--- config.mk ---
export PLATFORM = sky130hd
export DESIGN_NAME = rx_len_ctrl
export DESIGN_NICKNAME = d
export VERILOG_FILES = /design/src/rtl/rx_len_ctrl.sv
export SDC_FILE = /design/constraint.sdc
export NUM_CORES = 1
export LEC_CHECK = 0
export ABC_CLOCK_PERIOD_IN_PS = 11150
export BUFFER_PORTS_ARGS = -buffer_cell sky130_fd_sc_hd__buf_2
export CAP_MARGIN = 20
export CORE_ASPECT_RATIO = 1.1
export CORE_UTILIZATION = 30
export CTS_BUF_LIST = sky130_fd_sc_hd__clkbuf_4 sky130_fd_sc_hd__clkbuf_8
export CTS_CLUSTER_DIAMETER = 30
export DETAILED_ROUTE_END_ITERATION = 16
export GPL_ROUTABILITY_DRIVEN = 1
export PLACE_DENSITY_LB_ADDON = 0.05
export SYNTH_ARGS = -nofsm -noshare
export SYNTH_HDL_FRONTEND = slang
export SYNTH_SLANG_ARGS = --single-unit
--- constraint.sdc ---
create_clock -name clk -period 11.15 [get_ports clk]
set_input_delay 2.7875 -clock clk [delete_from_list [all_inputs] [get_ports clk]]
set_output_delay 2.7875 -clock clk [all_outputs]
set_load 0.01 [all_outputs]
--- src/rtl/rx_len_ctrl.sv ---
// Frame length sequencer for the rx path: counts bytes per valid 64-bit word between
// start-of-frame and end-of-frame, then reports the closed length and min/max length errors.
module rx_len_ctrl #(
    parameter int unsigned LEN_W     = 16,
    parameter int unsigned MIN_LEN   = 64,
    parameter int unsigned MAX_LEN   = 1518,
    parameter int unsigned JUMBO_LEN = 9018
) (
    input  logic             clk,
    input  logic             reset,
    input  logic             rx_valid,
    input  logic             rx_sof,
    input  logic             rx_eof,
    input  logic [2:0]       rx_eof_bytes,
    input  logic             jumbo_en,
    output logic [LEN_W-1:0] frame_len,
    output logic             len_valid,
    output logic             too_short,
    output logic             too_long,
    output logic             len_over,
    output logic             frame_abort
);

    typedef enum logic [1:0] {StIdle, StRecv, StOver} state_t;

    state_t             state_q, state_d;
    logic [LEN_W-1:0]   cnt_q, cnt_d;
    // Set once the running count has clipped at all-ones; the true length is then unknown
    // but certainly larger than anything representable.
    logic               ovf_q, ovf_d;
    logic [31:0]        max_q, max_d;
    logic [LEN_W-1:0]   frame_len_q, frame_len_d;
    logic               len_valid_q, len_valid_d;
    logic               too_short_q, too_short_d;
    logic               too_long_q, too_long_d;
    logic               len_over_q, len_over_d;
    logic               frame_abort_q, frame_abort_d;

    // Arithmetic is one bit wider than the counter so a carry out means saturation.
    logic [LEN_W:0]     sum8;
    logic [LEN_W:0]     tail;
    logic [LEN_W:0]     sum_tail;
    logic [LEN_W-1:0]   cnt_plus8;
    logic               over8;
    logic               multi_ovf;
    logic [LEN_W-1:0]   multi_len;
    logic [LEN_W-1:0]   single_len;
    logic [31:0]        sof_max;

    // Datapath helpers: saturating adds and the limit selected by a start-of-frame beat.
    always_comb begin
        sum8       = {1'b0, cnt_q} + (LEN_W+1)'(8);
        cnt_plus8  = sum8[LEN_W] ? '1 : sum8[LEN_W-1:0];
        over8      = sum8[LEN_W] | (32'(sum8[LEN_W-1:0]) > max_q);
        tail       = (rx_eof_bytes == 3'd0) ? (LEN_W+1)'(8) : (LEN_W+1)'(rx_eof_bytes);
        sum_tail   = {1'b0, cnt_q} + tail;
        multi_ovf  = ovf_q | sum_tail[LEN_W];
        multi_len  = multi_ovf ? '1 : sum_tail[LEN_W-1:0];
        single_len = tail[LEN_W-1:0];
        sof_max    = jumbo_en ? JUMBO_LEN : MAX_LEN;
    end

    // Next-state and registered-output logic; idle cycles (rx_valid=0) hold everything.
    always_comb begin
        state_d       = state_q;
        cnt_d         = cnt_q;
        ovf_d         = ovf_q;
        max_d         = max_q;
        frame_len_d   = frame_len_q;
        len_valid_d   = 1'b0;
        too_short_d   = 1'b0;
        too_long_d    = 1'b0;
        len_over_d    = len_over_q;
        frame_abort_d = 1'b0;

        if (rx_valid) begin
            if (rx_sof) begin
                // A new sof inside a frame kills the old one without reporting its length.
                if (state_q != StIdle) begin
                    frame_abort_d = 1'b1;
                    len_over_d    = 1'b0;
                end
                max_d = sof_max;
                if (rx_eof) begin
                    frame_len_d = single_len;
                    len_valid_d = 1'b1;
                    too_long_d  = 32'(single_len) > sof_max;
                    too_short_d = !too_long_d && (32'(single_len) < MIN_LEN);
                    len_over_d  = 1'b0;
                    cnt_d       = '0;
                    ovf_d       = 1'b0;
                    state_d     = StIdle;
                end else begin
                    cnt_d   = LEN_W'(8);
                    ovf_d   = 1'b0;
                    state_d = StRecv;
                end
            end else if (state_q != StIdle) begin
                if (rx_eof) begin
                    frame_len_d = multi_len;
                    len_valid_d = 1'b1;
                    too_long_d  = multi_ovf || (32'(multi_len) > max_q);
                    too_short_d = !too_long_d && (32'(multi_len) < MIN_LEN);
                    len_over_d  = 1'b0;
                    cnt_d       = '0;
                    ovf_d       = 1'b0;
                    state_d     = StIdle;
                end else begin
                    cnt_d = cnt_plus8;
                    ovf_d = ovf_q | sum8[LEN_W];
                    if (state_q == StRecv && over8) begin
                        len_over_d = 1'b1;
                        state_d    = StOver;
                    end
                end
            end
        end
    end

    // State and output registers with synchronous active-low reset.
    always_ff @(posedge clk) begin
        if (!reset) begin
            state_q       <= StIdle;
            cnt_q         <= '0;
            ovf_q         <= 1'b0;
            max_q         <= MAX_LEN;
            frame_len_q   <= '0;
            len_valid_q   <= 1'b0;
            too_short_q   <= 1'b0;
            too_long_q    <= 1'b0;
            len_over_q    <= 1'b0;
            frame_abort_q <= 1'b0;
        end else begin
            state_q       <= state_d;
            cnt_q         <= cnt_d;
            ovf_q         <= ovf_d;
            max_q         <= max_d;
            frame_len_q   <= frame_len_d;
            len_valid_q   <= len_valid_d;
            too_short_q   <= too_short_d;
            too_long_q    <= too_long_d;
            len_over_q    <= len_over_d;
            frame_abort_q <= frame_abort_d;
        end
    end

    assign frame_len   = frame_len_q;
    assign len_valid   = len_valid_q;
    assign too_short   = too_short_q;
    assign too_long    = too_long_q;
    assign len_over    = len_over_q;
    assign frame_abort = frame_abort_q;

endmodule

[Yosys cells after proc, flatten, opt, wreduce, memory -nomap -nowiden]
Cells that the tools add are included.
Word-level totals
  register bits: 72
  input port bits: 9
  output and inout bits: 21
Operators by class
  $add $sub $neg: 2
  order comparisons: 5
  equal/unequal tests: 1
  mux-type cells: 38
  bitwise gates (word level): 3
  reductions and logical operators: 18
Operators with widths (count)
  2-to-1 mux 16 bit: 9
  greater-than comparator 16 x 32 -> 1 bit: 2
  2-to-1 mux 1 bit: 22
  adder 16 x 4 -> 17 bit: 1
  adder 16 x 4 -> 17 bit, second input constant: 1
  less-than comparator 16 x 7 -> 1 bit, second input constant: 1
  greater-than comparator 4 x 14 -> 1 bit: 1
  2-to-1 mux 14 bit: 1
  AND reduction 3 bit: 3
  2-to-1 mux 2 bit: 4
  2-to-1 mux 4 bit: 2
  less-than comparator 4 x 7 -> 1 bit, second input constant: 1
  AND reduction 2 bit: 3
  nonzero test 2 bit: 3
  AND reduction 4 bit: 1
  logical AND 1 bit: 3
  logical NOT 3 bit: 1
  OR 1 bit: 3
  nonzero test 3 bit: 1
  equality test 2 x 1 -> 1 bit, second input constant: 1
  logical NOT 1 bit: 2
  logical OR 1 bit: 1

[Depth between registers and ports, before layout]
Gate-level depths: netlist of run 1.
  depth in word-level cells: 12
  mapped depth: 15
  depth with buffers taken out: 13

[Worst setup path after synthesis of run 1]
No wires, ideal clock.
  kind: input to register
  from: in rx_eof_bytes[0]
  to: reg too_long_q, in the netlist too_long
  library setup time: 115 ps
  arrival: 5477 ps
  data required time: 11035 ps
  slack: 5558 ps
  stages: 14
  buffers on the path: 2
  path through: clkbuf_1 > ha_1 > fa_1 > a211oi_4 > nor3_4 > a21oi_4 > buf_2 > nand2_1 > ha_1 > and3_1 > nand4_1 > nor4_1 > a21oi_1 > and2_1
On the way
  longest elaborated chain between the ends: 10
RTL lines
  from (decl): line 14  | input logic [2:0] rx_eof_bytes,
  logical NOT 3 bit: line 55  | tail = (rx_eof_bytes == 3'd0) ? (LEN_W+1)'(8) : (LEN_W+1)'(rx_eof_bytes);
  2-to-1 mux 4 bit *: line 55
  adder 16 x 4 -> 17 bit: line 56  | sum_tail = {1'b0, cnt_q} + tail;
  OR 1 bit: line 57  | multi_ovf = ovf_q | sum_tail[LEN_W];
  2-to-1 mux 16 bit: line 58  | multi_len = multi_ovf ? '1 : sum_tail[LEN_W-1:0];
  greater-than comparator 16 x 32 -> 1 bit: line 102  | too_long_d = multi_ovf || (32'(multi_len) > max_q);
  logical OR 1 bit: line 102
  2-to-1 mux 1 bit: line 99  | if (rx_eof) begin
  2-to-1 mux 1 bit: line 98  | end else if (state_q != StIdle) begin
  2-to-1 mux 1 bit *: line 77  | if (rx_sof) begin
  to (signal assigned): line 141  | too_long_q <= too_long_d;
  to (decl): line 35  | logic too_long_q, too_long_d;
Every way passes the cells marked *; elsewhere a longest branch is shown, timed or not.
A chain may end at the register's enable or synchronous reset.

[Final worst setup path of run 1]
  from: in rx_eof_bytes[0]
  to: reg too_short_q, in the netlist too_short
On the way
  longest elaborated chain between the ends: 12
RTL lines
  logical NOT 3 bit: line 55
  2-to-1 mux 4 bit *: line 55
  adder 16 x 4 -> 17 bit: line 56
  OR 1 bit: line 57
  2-to-1 mux 16 bit: line 58
  greater-than comparator 16 x 32 -> 1 bit: line 102
  logical OR 1 bit: line 102
  logical NOT 1 bit: line 103  | too_short_d = !too_long_d && (32'(multi_len) < MIN_LEN);
  logical AND 1 bit: line 103
  2-to-1 mux 1 bit: line 99
  2-to-1 mux 1 bit: line 98
  2-to-1 mux 1 bit *: line 77
  to (signal assigned): line 140  | too_short_q <= too_short_d;
  to (decl): line 34  | logic too_short_q, too_short_d;
Marked as above.

==> results of run 1 <==
-- final cells by class --
class                      instances  area [µm²]  share of cell area
sequential                        40         801               0.259
tap                              114         143              0.0462
clock inverter                     3        42.5              0.0138
clock buffer                       5        68.8              0.0223
timing repair buffer              31         160              0.0519
inverter                           8        30.0             0.00972
multi-input combinational        275        1840               0.597
-- placed cells by master (no fill, tap or decap), types with 2 or more instances in the layout --
| cell | netlist | final |
|---|---|---|
| nand4_1 | 8 | 8 |
| ha_1 | 18 | 18 |
| o211ai_1 | 2 | 2 |
| inv_1 | 7 | 7 |
| or3_1 | 2 | 2 |
| nand2b_1 | 5 | 5 |
| nor2_1 | 25 | 25 |
| o31ai_1 | 2 | 2 |
| nand2_1 | 38 | 38 |
| nand3_1 | 10 | 10 |
| or4_1 | 3 | 3 |
| o21ai_0 | 25 | 25 |
| buf_4 | 0 | 2 |
| and2_1 | 4 | 4 |
| nor4_1 | 10 | 10 |
| nand4_4 | 2 | 2 |
| o2111ai_1 | 5 | 5 |
| xnor2_1 | 9 | 9 |
| nor3_1 | 8 | 8 |
| clkbuf_8 | 0 | 5 |
| buf_2 | 8 | 29 |
| xor2_1 | 10 | 10 |
| a22o_1 | 9 | 9 |
| and3_1 | 5 | 5 |
| mux2i_1 | 2 | 2 |
| and3b_1 | 2 | 2 |
| nor2b_1 | 3 | 3 |
| a21o_1 | 3 | 3 |
| a211oi_1 | 2 | 2 |
| a211o_1 | 2 | 2 |
| o21ai_1 | 4 | 4 |
| o21a_1 | 3 | 3 |
| dfxtp_1 | 40 | 40 |
| a21oi_1 | 31 | 31 |
-- worst register-to-register path: stages, from the launching register on --
cell and delay, ns:
dfxtp_1 0.42, ha_1 0.29, fa_1 0.47, a211oi_4 0.47, nor3_4 0.13, a21oi_4 0.37, nand2_1 0.19, ha_1 0.35
and3_1 0.19, o221ai_1 0.14, a31o_1 0.23, a21oi_1 0.19, o21ai_1 0.11
-- metal layers --
layer / global-route usage / share of wire / vias to the layer above
met5: 0 / 0 / -
met4: 0.0544 / 0.011 / 0
met3: 0.0292 / 0.041 / 6
met2: 0.302 / 0.47 / 61
met1: 0.231 / 0.48 / 1212
li1: - / - / 1295
-- stage by stage --
step | instances | setup slack (ns)
6_report | 476 | 5.38
5_1_grt | 476 | 5.17
4_1_cts | 475 | 5.40
3_5_place_dp | 467 | 5.08
3_3_place_gp | 467 | 5.13
2_1_floorplan | 349 | 5.56
-- cell usage after synthesis (3+ instances only) --
cell,n,area (µm²)
clkbuf_1,15,56.3
nor2b_1,3,18.8
o21ai_0,25,125
nor2_1,25,93.8
or4_1,3,22.5
nand4_1,8,50.1
xnor2_1,9,78.8
o21a_1,3,22.5
inv_1,7,26.3
dfxtp_1,40,801
nand3_1,10,50.1
o2111ai_1,5,43.8
and2_1,4,25.0
a21oi_1,31,155
nand2_1,38,143
nor3_1,8,40.0
and3_1,5,31.3
ha_1,18,225
xor2_1,10,87.6
a21o_1,3,22.5
o21ai_1,4,20.0
buf_2,8,40.0
nor4_1,10,62.6
nand2b_1,5,31.3
buf_6,3,33.8
a22o_1,9,78.8
-- sequential cells by signal, summed over array words and instances, names as in the netlist --
signal,flops
too_short,1
len_over,1
state_q,2
len_valid,1
frame_len,16
max_q,2
ovf_q,1
too_long,1
frame_abort,1
cnt_q,14
-- kinds of logic after synthesis --
family	count (synthesis)
DFF	40
adders and majority gates	19
buffers and inverters	34
AOI/OAI and AO/OA	101
muxes	4
xor gates and xnor gates	19
and+or+nand+nor	132
-- final timing paths --
| kind | from | endpoint | slack [ns] | cells past startpoint |
|---|---|---|---|---|
| hold reg to reg | frame_len[8] | frame_len[8] | 0.44 | 2 |
| hold / removal | frame_len[8] | frame_len[8] | 0.44 | 2 |
| setup / recovery | rx_eof_bytes[0] | too_short | 5.38 | 13 |
| setup reg to reg | cnt_q[1] | too_short | 7.49 | 12 |
-- where the power goes --
part           internal [mW]  switching (mW)
combinational        0.00789          0.0167
clock                 0.0663          0.0567
sequential             0.144         0.00103
==> impl_metrics.yaml, run 1 <==
status:
  status: "finished clean"
synth:
  synth_edf_count: 0
  synth_seq_area_share: 0.286
  ys_seq_elements: 40
  syn_avg_cell_area_um2: 8.03
  synth_cell_type_count: 58
  syn-num-nets: 377
  synth_top_family_by_area: "simple AND/OR/NAND/NOR gates"
  synthAdderAreaFrac: 0.0875
  async_reset_ff_frac: 0
  synthFlopType: "dfxtp_1"
  synth_xor_area_frac: 0.0593
  synthCells: 349
  yosys_warnings: 0
  synth-compound-area-share: 0.244
  synthMuxAreaShare: 0.0152
  synth_area_mm2: 0.00280
  synth-simple-area-share: 0.251
cts:
  clkTransAtPathRegs_ns: 0.08
  h-tree-depth: 2
  cts_inserted_buffers: 5
  cts_sinks: 40
  hold_buffers: 0
  cts_buffer_depth: 2
  cts_resized: 0
  postCtsSetupRepairBufs: 0
  cts_root_buffer: "clkbuf_8"
  clk-insertion-delay-late_ns: 0.30
  cts_tree: "done"
finish:
  post-route-util: 0.345
  drive_above_1_share: 0.141
  diodes: 0
  syn_to_final_growth_pct: 10.1
  fin_area_mm2: 0.00309
  fillers: 968
  final_nets: 389
global_route:
  first_global_vias: 2484
  overflow: 0
  grtUsageTotal: 0.178
  grt_antenna_before_repair: 0
  grt_pass1_wl_mm: 13.2
  grt_max_degree: 19
timing:
  hold_viol_final: 0
  tns_ns: 0
  period_needed_ns: 5.77
  clock_skew_ns: 0.00799
  slew_headroom: 0.491
  slew_violations: 0
  whs_ns: 0.440
  fmax_mhz: 173
  worstMarginPinSlew_ns: 0.756
  timing.final.crit_share: 0.518
  rsz0062_at_grt: "no"
  setup_viol: 0
worst_setup_path:
  cp_num_buf_inv: 1
  required_ns: 11.33
  cpPeakStageDelay_ns: 0.47
  cp_top_family: "compound AO/OA/AOI/OAI gates"
  path_class: "in -> reg"
  cp_max_fo: 13
  cpMostUsedCell: "ha_1"
  worstPathArrival_ns: 5.95
  worstSetupStartpointType: "primary input"
  endpoint_kind: "flip-flop"
  cp_cell_sequence: "buf_2, ha_1, fa_1, a211oi_4, nor3_4, a21oi_4, nand2_1, ha_1, and3_1, o221ai_1, a31o_1, a21oi_1, o21ai_1"
  cp_slowest_cell: "fa_1"
route:
  ant_nets: 0
  routed-via-count: 2574
  drc_errors: 0
  wire_per_inst_um: 16.9
  drt-initial-drc-count: 112
  drt_wl_total_mm: 8.06
  viasPerCell: 5.41
  dr.pass1.iters: 4
die:
  start_util: 0.313
  die_area_mm2: 0.00974
  coreArea_mm2: 0.00896
  die_w_um: 94.2
  io_pins: 30
  die_y_um: 103
  rows: 36
power:
  power_density_mw_per_mm2: 94.8
  total_power_mw: 0.293
  vdd.ir_drop.worst_mv: 0.0399
  p_leak_nw: 1.30
place:
  routabilityCongestion: 0.795
  portBuffers: 29
  post_dp_cell_area_mm2: 0.00297
  detailed_place_hpwl_mm: 6.08
job:
  cap_violations: 0
hold_path:
  hold_path_class: "reg -> reg"
Power figures use the tool's default switching activity.
==> run 2, diff against run 1 <==
--- a/config.mk
+++ b/config.mk
@@ -5,7 +5,8 @@
 export SDC_FILE = /design/constraint.sdc
 export NUM_CORES = 1
 export LEC_CHECK = 0
-export ABC_CLOCK_PERIOD_IN_PS = 11150
+export ABC_AREA = 1
+export ABC_CLOCK_PERIOD_IN_PS = 4670
 export BUFFER_PORTS_ARGS = -buffer_cell sky130_fd_sc_hd__buf_2
 export CAP_MARGIN = 20
 export CORE_ASPECT_RATIO = 1.1
==> constraint.sdc (replaced) <==
create_clock -name clk -period 4.67 [get_ports clk]
set_input_delay 1.1675 -clock clk [delete_from_list [all_inputs] [get_ports clk]]
set_output_delay 1.1675 -clock clk [all_outputs]
set_load 0.01 [all_outputs]
==> run 2 against run 1 <==
Synthesized area grew 2.8%. Critical path depth grew 7. Utilization grew 0.56 points. Setup slack lost 4.5 ns. Total power grew to 2.6 times the previous value. Clock skew grew 0.0037 ns. Global-route usage grew 0.29 points. Synthesized cell count grew 19%. Critical path type unchanged. First-iteration DRC count shrank 34%.
==> impl_metrics.yaml, run 2 <==
place:
  detailed_place_hpwl_mm: 6.60
  routabilityCongestion: 0.818
  portBuffers: 29
route:
  ant_nets: 0
  routed-via-count: 2720
  drc_errors: 0
  dr.pass1.iters: 5
  viasPerCell: 4.87
  drt-initial-drc-count: 74
  drt_wl_total_mm: 8.39
  wire_per_inst_um: 15.0
synth:
  post_synth_most_frequent_cells: "nand2_1 (97), inv_1 (44), dfxtp_1 (40), nand3_1 (34), a21oi_1 (28)"
  synth_seq_area_share: 0.278
  async_reset_ff_frac: 0
  synth_cell_type_count: 37
  synthTopCellsByArea: "dfxtp_1 (28%), nand2_1 (13%), ha_1 (7.8%)"
  synth_area_mm2: 0.00288
  ys_seq_elements: 40
  synthFlopType: "dfxtp_1"
  synth_top_area_frac: 0.278
  syn-num-nets: 443
  yosys.area.top_type: "dfxtp_1"
  synthCells: 415
  synth_edf_count: 0
  yosys_warnings: 0
  yosysMostFrequentCell: "nand2_1"
  syn_avg_cell_area_um2: 6.94
finish:
  fillers: 1069
  diodes: 0
  syn_to_final_growth_pct: 13.6
  drive_above_1_share: 0.192
  multiInputGateArea_mm2: 0.00184
  layout_commonest_cell: "nand2_1"
  final_cell_mix: "nand2_1 (97), inv_1 (44), dfxtp_1 (40)"
  final_nets: 470
  largest_register_ffs: 16
  seqCellArea_um2: 801
cts:
  cts_inserted_buffers: 5
  hold_buffers: 0
  cts_resized: 0
  cts_root_buffer: "clkbuf_8"
  cts_sinks: 40
  clkTransAtPathRegs_ns: 0.08
  postCtsSetupRepairBufs: 0
  h-tree-depth: 2
  cts_tree: "done"
  cts_buffer_depth: 2
  clk-insertion-delay-late_ns: 0.31
timing:
  clock_skew_ns: 0.0117
  period_needed_ns: 3.79
  fmax_mhz: 264
  worstMarginPinSlew_ns: 0.864
  slew_violations: 0
  hold_viol_final: 0
  slew_headroom: 0.422
  tns_ns: 0
  timing.final.crit_share: 0.811
  rsz0062_at_grt: "no"
  setup_viol: 0
worst_setup_path:
  cp_max_fo: 5
  endpoint_kind: "flip-flop"
  path_class: "in -> reg"
  required_ns: 4.92
  worstSetupStartpointType: "primary input"
  reg2regPathDepth: 17
  worstPathArrival_ns: 4.03
die:
  rows: 37
  coreArea_mm2: 0.00935
  die_area_mm2: 0.0100
  io_pins: 30
  start_util: 0.308
  die_w_um: 95.4
  die_y_um: 105
job:
  cap_violations: 0
power:
  power_density_mw_per_mm2: 230
  vdd.ir_drop.worst_mv: 0.108
  p_leak_nw: 1.63
  total_power_mw: 0.754
global_route:
  grt_pass1_wl_mm: 13.5
  first_global_vias: 2575
  grt_max_degree: 25
  grtUsageTotal: 0.181
  grt_antenna_before_repair: 0
  overflow: 0
status:
  status: "finished clean"
hold_path:
  hold_path_class: "reg -> reg"
  hold_depth: 2
run 2: cell families after synthesis:
logic type / share of synthesized area
DFF: 0.278
adders and majority gates: 0.0851
and+or+nand+nor: 0.394
AOI/OAI and AO/OA: 0.120
buffers and inverters: 0.0838
xor gates and xnor gates: 0.0395
run 2: report_power, final:
part	switching (mW)	total (mW)	internal, mW	leakage, nW
clock	0.127	0.338	0.210	0.0642
sequential	0.00284	0.349	0.346	0.323
combinational	0.0473	0.0677	0.0204	1.25
total	0.177	0.754	0.577	1.63
run 2: metal layers:
metal / up-vias / track usage / share of wire
met5: - / 0 / 0
met4: 0 / 0.0586 / 0.016
met3: 7 / 0.0269 / 0.024
met2: 43 / 0.295 / 0.48
met1: 1259 / 0.241 / 0.48
li1: 1411 / - / -
run 2: layout make-up:
| cell class | instances | share of cell area |
|---|---|---|
| sequential | 40 | 0.245 |
| tap | 117 | 0.0447 |
| timing repair buffer | 32 | 0.0512 |
| multi-input combinational | 312 | 0.562 |
| clock inverter | 2 | 0.0183 |
| inverter | 51 | 0.0585 |
| clock buffer | 5 | 0.0210 |
run 2: critical path: stages:
cell and delay [ns]:
buf_2 0.13, nor3_1 0.29, ha_1 0.35, nand2_1 0.18, nor2_1 0.07, nand2_1 0.09
nand3_1 0.12, nand2_1 0.08, nor2_1 0.04, nor3_1 0.46, inv_1 0.09, ha_1 0.28
nand2_1 0.05, nor2_2 0.09, nand2_1 0.06, nor2_2 0.12, nand3b_1 0.08, nand2_1 0.09
nand2_1 0.08, a21oi_2 0.11
run 2: per-stage QoR:
step | cell area (µm²) | instances | util | hold slack (ns) | setup slack, ns
after floorplan | 2880 | 415 | - | 0.444 | 1.13
after global placement | 3150 | 552 | 0.336 | 0.451 | 0.532
after detailed placement | 3150 | 552 | 0.336 | 0.460 | 0.566
after CTS | 3270 | 559 | 0.350 | 0.473 | 0.893
after global routing | 3270 | 559 | 0.350 | 0.494 | 0.586
final | 3270 | 559 | 0.350 | 0.469 | 0.884
run 2: path summary, 6_finish.rpt:
check                                      from   endpoint  slack [ns]
worst min-delay path                   len_over   len_over        0.47
worst max register to register         cnt_q[1]  too_short        1.56
worst max-delay path            rx_eof_bytes[1]  too_short        0.88
worst min register to register         len_over   len_over        0.47
